==> config.mk <==
export PLATFORM = sky130hd
export DESIGN_NAME = alu_core
export DESIGN_NICKNAME = d
export VERILOG_FILES = /design/src/rtl/alu_core_pkg.sv /design/src/rtl/alu_shift_add_mul.sv /design/src/rtl/alu_core.sv
export SDC_FILE = /design/constraint.sdc
export NUM_CORES = 1
export LEC_CHECK = 0
export ABC_AREA = 1
export CAP_MARGIN = 10
export CELL_PAD_IN_SITES_DETAIL_PLACEMENT = 0
export CELL_PAD_IN_SITES_GLOBAL_PLACEMENT = 1
export CORE_MARGIN = 1
export CORE_UTILIZATION = 42
export DETAILED_ROUTE_END_ITERATION = 10
export HOLD_SLACK_MARGIN = 0.06
export PLACE_DENSITY = 0.81
export SYNTH_ARGS = -nofsm -noshare
export SYNTH_HDL_FRONTEND = slang
export SYNTH_SLANG_ARGS = --single-unit
==> constraint.sdc <==
create_clock -name clk -period 2.2 [get_ports clk]
set_clock_uncertainty 0.1 [all_clocks]
set_input_delay 0.44 -clock clk [delete_from_list [all_inputs] [get_ports clk]]
set_output_delay 0.44 -clock clk [all_outputs]
set_load 0.005 [all_outputs]
==> src/rtl/alu_core_pkg.sv <==
// Shared types for the ALU command responder: opcode and FSM encodings plus default widths.
package alu_core_pkg;

    localparam int unsigned AluWidth    = 8;
    localparam int unsigned AluResWidth = 2 * AluWidth;

    // Opcode encodings are fixed by the command interface.
    typedef enum logic [2:0] {
        NoOp      = 3'd0,
        AddOp     = 3'd1,
        AndOp     = 3'd2,
        XorOp     = 3'd3,
        MulOp     = 3'd4,
        Unused5Op = 3'd5,
        Unused6Op = 3'd6,
        RstOp     = 3'd7
    } operation_t;

    typedef enum logic [1:0] {
        StIdle    = 2'd0,
        StExec    = 2'd1,
        StMul     = 2'd2,
        StWaitLow = 2'd3
    } alu_state_t;

    // Single-cycle operations that complete in the EXEC state.
    function automatic logic is_single_cycle_op(operation_t o);
        return (o == AddOp) || (o == AndOp) || (o == XorOp);
    endfunction

endpackage

==> src/rtl/alu_shift_add_mul.sv <==
// Iterative unsigned shift-add multiplier, one partial product per cycle, LSB of b first.
// valid/product are combinational in the final iteration cycle so the caller can capture
// the full product on the same edge that retires the last iteration.
module alu_shift_add_mul #(
    parameter int unsigned WIDTH = 8
) (
    input  logic               clk,
    input  logic               rst,
    input  logic               load,
    input  logic               abort,
    input  logic [WIDTH-1:0]   a,
    input  logic [WIDTH-1:0]   b,
    output logic               busy,
    output logic               valid,
    output logic [2*WIDTH-1:0] product
);

    localparam int unsigned CntW = $clog2(WIDTH + 1);

    logic [2*WIDTH-1:0] mcand_q;
    logic [WIDTH-1:0]   mplier_q;
    logic [2*WIDTH-1:0] acc_q;
    logic [2*WIDTH-1:0] acc_next;
    logic [CntW-1:0]    cnt_q;

    // Accumulator value after the current iteration.
    always_comb begin
        acc_next = acc_q;
        if (mplier_q[0]) begin
            acc_next = acc_q + mcand_q;
        end
    end

    assign busy    = (cnt_q != '0);
    assign valid   = busy && (cnt_q == CntW'(1));
    assign product = acc_next;

    // Operand/accumulator registers: load, abort, or step one iteration.
    always_ff @(posedge clk) begin
        if (rst) begin
            mcand_q  <= '0;
            mplier_q <= '0;
            acc_q    <= '0;
            cnt_q    <= '0;
        end else if (load) begin
            mcand_q  <= {{WIDTH{1'b0}}, a};
            mplier_q <= b;
            acc_q    <= '0;
            cnt_q    <= CntW'(WIDTH);
        end else if (abort) begin
            acc_q    <= '0;
            cnt_q    <= '0;
        end else if (busy) begin
            acc_q    <= acc_next;
            mcand_q  <= mcand_q << 1;
            mplier_q <= mplier_q >> 1;
            cnt_q    <= cnt_q - CntW'(1);
        end
    end

endmodule

==> src/rtl/alu_core.sv <==
// ALU start/done command responder: add/and/xor in one cycle, mul via iterative multiplier.
// Optional macro ALU_ILLEGAL_OP_ERR_EN adds an err output that flags opcodes 5/6.
module alu_core
    import alu_core_pkg::*;
#(
    parameter int unsigned WIDTH = AluWidth
) (
    input  logic               clk,
    input  logic               rst,
    input  logic [WIDTH-1:0]   A,
    input  logic [WIDTH-1:0]   B,
    input  logic [2:0]         op,
    input  logic               start,
    output logic               done,
    output logic [2*WIDTH-1:0] result
`ifdef ALU_ILLEGAL_OP_ERR_EN
    ,
    output logic               err
`endif
);

    alu_state_t         state_q, state_d;
    logic [WIDTH-1:0]   a_q, b_q;
    operation_t         op_q;
    logic               accept;
    logic [2*WIDTH-1:0] result_q, result_d;
    logic               done_q, done_d;
    logic [WIDTH:0]     sum;

    logic               mul_load, mul_abort, mul_busy, mul_valid;
    logic [2*WIDTH-1:0] mul_product;

`ifdef ALU_ILLEGAL_OP_ERR_EN
    logic err_q, err_d;
`endif

    operation_t op_in;
    assign op_in = operation_t'(op);
    assign sum   = {1'b0, a_q} + {1'b0, b_q};

    alu_shift_add_mul #(
        .WIDTH (WIDTH)
    ) u_mul (
        .clk     (clk),
        .rst     (rst),
        .load    (mul_load),
        .abort   (mul_abort),
        .a       (A),
        .b       (B),
        .busy    (mul_busy),
        .valid   (mul_valid),
        .product (mul_product)
    );

    // Next-state, result and done decode.
    always_comb begin
        state_d   = state_q;
        accept    = 1'b0;
        mul_load  = 1'b0;
        mul_abort = 1'b0;
        result_d  = result_q;
        done_d    = 1'b0;
`ifdef ALU_ILLEGAL_OP_ERR_EN
        err_d     = 1'b0;
`endif
        unique case (state_q)
            StIdle: begin
                if (start) begin
                    if (is_single_cycle_op(op_in)) begin
                        accept  = 1'b1;
                        state_d = StExec;
                    end else if (op_in == MulOp) begin
                        mul_load = 1'b1;
                        state_d  = StMul;
`ifdef ALU_ILLEGAL_OP_ERR_EN
                    end else if (op_in == Unused5Op || op_in == Unused6Op) begin
                        accept  = 1'b1;
                        state_d = StExec;
`endif
                    end else begin
                        state_d = StWaitLow;
                    end
                end
            end
            StExec: begin
                if (!start) begin
                    state_d = StIdle;
                end else begin
                    done_d  = 1'b1;
                    state_d = StWaitLow;
                    unique case (op_q)
                        AddOp:   result_d = {{(WIDTH-1){1'b0}}, sum};
                        AndOp:   result_d = {{WIDTH{1'b0}}, a_q & b_q};
                        XorOp:   result_d = {{WIDTH{1'b0}}, a_q ^ b_q};
                        default: begin
                            // Only illegal opcodes reach here; they report a zero result.
                            result_d = '0;
`ifdef ALU_ILLEGAL_OP_ERR_EN
                            err_d    = 1'b1;
`endif
                        end
                    endcase
                end
            end
            StMul: begin
                if (!start) begin
                    mul_abort = 1'b1;
                    state_d   = StIdle;
                end else if (mul_valid) begin
                    result_d = mul_product;
                    done_d   = 1'b1;
                    state_d  = StWaitLow;
                end else if (!mul_busy) begin
                    // Multiplier idle without completing: recover rather than hang.
                    state_d = StIdle;
                end
            end
            StWaitLow: begin
                if (!start) begin
                    state_d = StIdle;
                end
            end
            default: state_d = StIdle;
        endcase
    end

    // State, latched operands and registered outputs.
    always_ff @(posedge clk) begin
        if (rst) begin
            state_q  <= StIdle;
            a_q      <= '0;
            b_q      <= '0;
            op_q     <= NoOp;
            result_q <= '0;
            done_q   <= 1'b0;
`ifdef ALU_ILLEGAL_OP_ERR_EN
            err_q    <= 1'b0;
`endif
        end else begin
            state_q  <= state_d;
            result_q <= result_d;
            done_q   <= done_d;
`ifdef ALU_ILLEGAL_OP_ERR_EN
            err_q    <= err_d;
`endif
            if (accept) begin
                a_q  <= A;
                b_q  <= B;
                op_q <= op_in;
            end
        end
    end

    assign done   = done_q;
    assign result = result_q;
`ifdef ALU_ILLEGAL_OP_ERR_EN
    assign err    = err_q;
`endif

endmodule
==> results by group <==
Synthesis
  – Syn. warnings: 0
  – Main synth FF type: dfxtp_1
  – Post-synthesis sequential area ratio: 32.4%
  – Cells after Synth: 751
  – Syn_area_per_cell: 6.75 µm²
  – Mapped Area: 0.00507 mm²
  – Distinct cells, synth: 45
  – FF+latch count, synth: 82
  – Net Count, Synth: 805
  – EDFF count, synth: 0
  – FFs w/ async S/R, synth: 0%

Floorplan
  – Die W: 112 µm
  – Io pins: 39
  – Initial Utilization: 43.8%
  – Height of the die: 112 µm
  – Core area: 0.0116 mm²
  – Die area: 0.0125 mm²
  – Rows: 39

STA
  – Period minus WS final: 2.08 ns
  – Highest Clock Rate: 481 MHz
  – Final period utilization: 94.5%
  – Setup TNS: 0 ns
  – RSZ-0062 raised after global routing: false
  – Slew Viols, Final: 0
  – Worst slew pin tran: 0.577 ns
  – Setup violators final: 0
  – Final Hold Fails: 0
  – Slew HR: 61.3%

Setup path
  – WP data arrival: 2.20 ns
  – CP max-delay cell: fa_2
  – Critical path startpoint category: register
  – Crit-path leading delay family: simple AND/OR/NAND/NOR gates
  – Worst path most repeated cell: nand2_1
  – Critical path capture point type: register
  – Max FO, Critical Path: 3
  – Worst Path Required: 2.32 ns
  – WP buf/inv: 0
  – Crit Path Category: register to register
  – Critical path's largest stage delay: 0.36 ns
  – Worst path cell trace: ha_1, fa_2, nand2_1, nand2_1, nand3b_1, nand2_1, nand2_1, nand2_1, nand2_1, nand3_1, nand3_1, a21oi_1

Route
  – Post-route ant nets: 0
  – Starting DRC count in detailed routing: 332
  – Routed WL: 13.5 mm
  – 1st-pass router iterations: 5
  – DR vias/cell: 5.24
  – Avg WL per Cell: 14.4 µm
  – Via count: 4920
  – DRC: 0

Global routing
  – GRT overflow: 0
  – Vias in the first global route: 4529
  – Initial antenna violation count: 0
  – Largest net degree at the start of global routing: 25
  – GR Util All Layers: 22.9%
  – First-pass GRT wire length: 22.5 mm

Run
  – Max-Cap Viols: 0

Worst hold path
  – Hold crit path type: register to register

Power
  – Flop pwr share: 32.1%
  – P_sw: 2.27 mW
  – Combinational power share: 40.3%
  – Total chip power: 5.88 mW
  – Sw frac: 38.5%
  – Leak Pwr: 2.78 nW
  – Clock power frac: 27.5%
  – Pwr dens: 987 mW/mm²
  – Peak supply drop: 0.546 mV
  – Int Power: 3.62 mW

CTS
  – Worst-Skew Late Latency: 0.34 ns
  – Clk root buf: clkbuf_16
  – Total CTS buffers: 9
  – Post CTS Setup Buffer Count: 0
  – Clock transition at path regs: 0.06 ns
  – CTS tree: yes
  – Hold buffers post-CTS: 0
  – H-tree Lvls: 3
  – Clock sinks: 82
  – Post-CTS sizing: 0
  – Max Root-Sink Buffers: 2

Layout
  – N_diodes: 0
  – Nets: 845
  – Area grow syn2layout: 17.6%
  – Layout fillers: 1152
  – Share of layout cells above drive strength 1: 7.54%

Placed design
  – Final Wtd Congestion: 0.863
  – # port buffers: 38
  – HPWL after DPL: 10.5 mm

Status
  – Outcome: finished clean
logic make-up (layout without fill, tap and decap cells):
kind of cell             count (synthesis)  after routing  synth area share, %
multiplexers                             3              3                0.593
buffers and inverters                  130            175                 11.1
adder cells (fa/ha/maj)                 32             32                 8.20
flip-flops                              82             82                 32.4
AND/OR/NAND/NOR                        351            351                 30.4
XOR/XNOR                                 3              3                0.519
AO/OA/AOI/OAI                          150            150                 16.8
worst register-to-register path: stages (launching register included):
cell and delay (ns):
dfxtp_1 0.32, ha_1 0.24, fa_2 0.36, nand2_1 0.10, nand2_1 0.08, nand3b_1 0.11
nand2_1 0.10, nand2_1 0.09, nand2_1 0.06, nand2_1 0.05, nand3_1 0.13, nand3_1 0.15
a21oi_1 0.08
Yosys cell counts (all sizes together), types with 6 or more instances:
master	number	share of area, %
a21oi	63	6.2
buf	19	2.7
dfxtp	82	32
ha	30	7.4
inv	105	7.9
nand2	212	16
nand3	48	4.7
nor2	72	6.8
nor3	6	0.91
o211ai	6	1.2
o21ai	54	5.3
o21bai	7	1.0
layer usage:
metal  wire [µm]  GRT usage (%)  up-vias
met5           0              0        -
met1        6700           32.2     2279
met2        6080           36.1      108
li1            -              -     2517
met4         184           7.12        0
met3         572           3.10       16
flip-flops by register name (all words and copies together), names as in the netlist:
register        cells
u_mul.acc_q        16
done                1
u_mul.mcand_q      16
state_q             2
u_mul.mplier_q      8
a_q                 8
b_q                 8
op_q                3
u_mul.cnt_q         4
result             16
stage by stage:
step                      worst slack, ns  hold WS (ns)  cell area (µm²)  util (%)  instances
final                               0.121         0.364             5960      51.5        939
after global routing               0.0118         0.388             5960      51.5        939
after CTS                          0.0640         0.368             5930      51.3        939
after detailed placement           0.0125         0.357             5610      48.5        923
after global placement             0.0742         0.352             5610      48.5        923
after floorplan                     0.334         0.341             5070         -        751
path summary, 6_finish.rpt:
path,startpoint,endpoint,slack (ns),cells after the start
setup / recovery,u_mul.acc_q[0]$_SDFFE_PP0P_,result[10]$_SDFFE_PP0P_,0.12,12
hold reg to reg,result[11]$_SDFFE_PP0P_,result[11]$_SDFFE_PP0P_,0.36,2
setup reg to reg,u_mul.acc_q[0]$_SDFFE_PP0P_,result[10]$_SDFFE_PP0P_,0.12,12
hold / removal,result[11]$_SDFFE_PP0P_,result[11]$_SDFFE_PP0P_,0.36,2
power by group through the flow:
stage | combinational [mW] | sequential (mW) | clock (mW)
final | 2.37 | 1.89 | 1.62
after floorplan | 1.74 | 1.87 | 0
after detailed placement | 2.35 | 1.91 | 0
after global placement | 2.29 | 1.91 | 0
after CTS | 2.36 | 1.88 | 1.64
after global routing | 2.68 | 1.92 | 1.72
cells in the final DEF, fill, tap and decap left out, drive strengths merged, types with 10 or more instances in the layout:
master / count
a21oi: 63
buf: 15
clkbuf: 10
clkdlybuf4s50: 38
dfxtp: 82
ha: 30
inv: 105
nand2: 212
nand3: 48
nor2: 72
o21ai: 54
area by class of cell:
type | instances | area [µm²] | area share, %
multi-input cells | 539 | 2890 | 48.6
flip-flops and latches | 82 | 1640 | 27.6
repair buffers | 53 | 518 | 8.69
inverters | 106 | 407 | 6.82
clock buffers | 10 | 229 | 3.84
well taps | 143 | 179 | 3.00
clock inverters | 6 | 91.3 | 1.53
No activity file was read; power rests on OpenSTA's default activity.
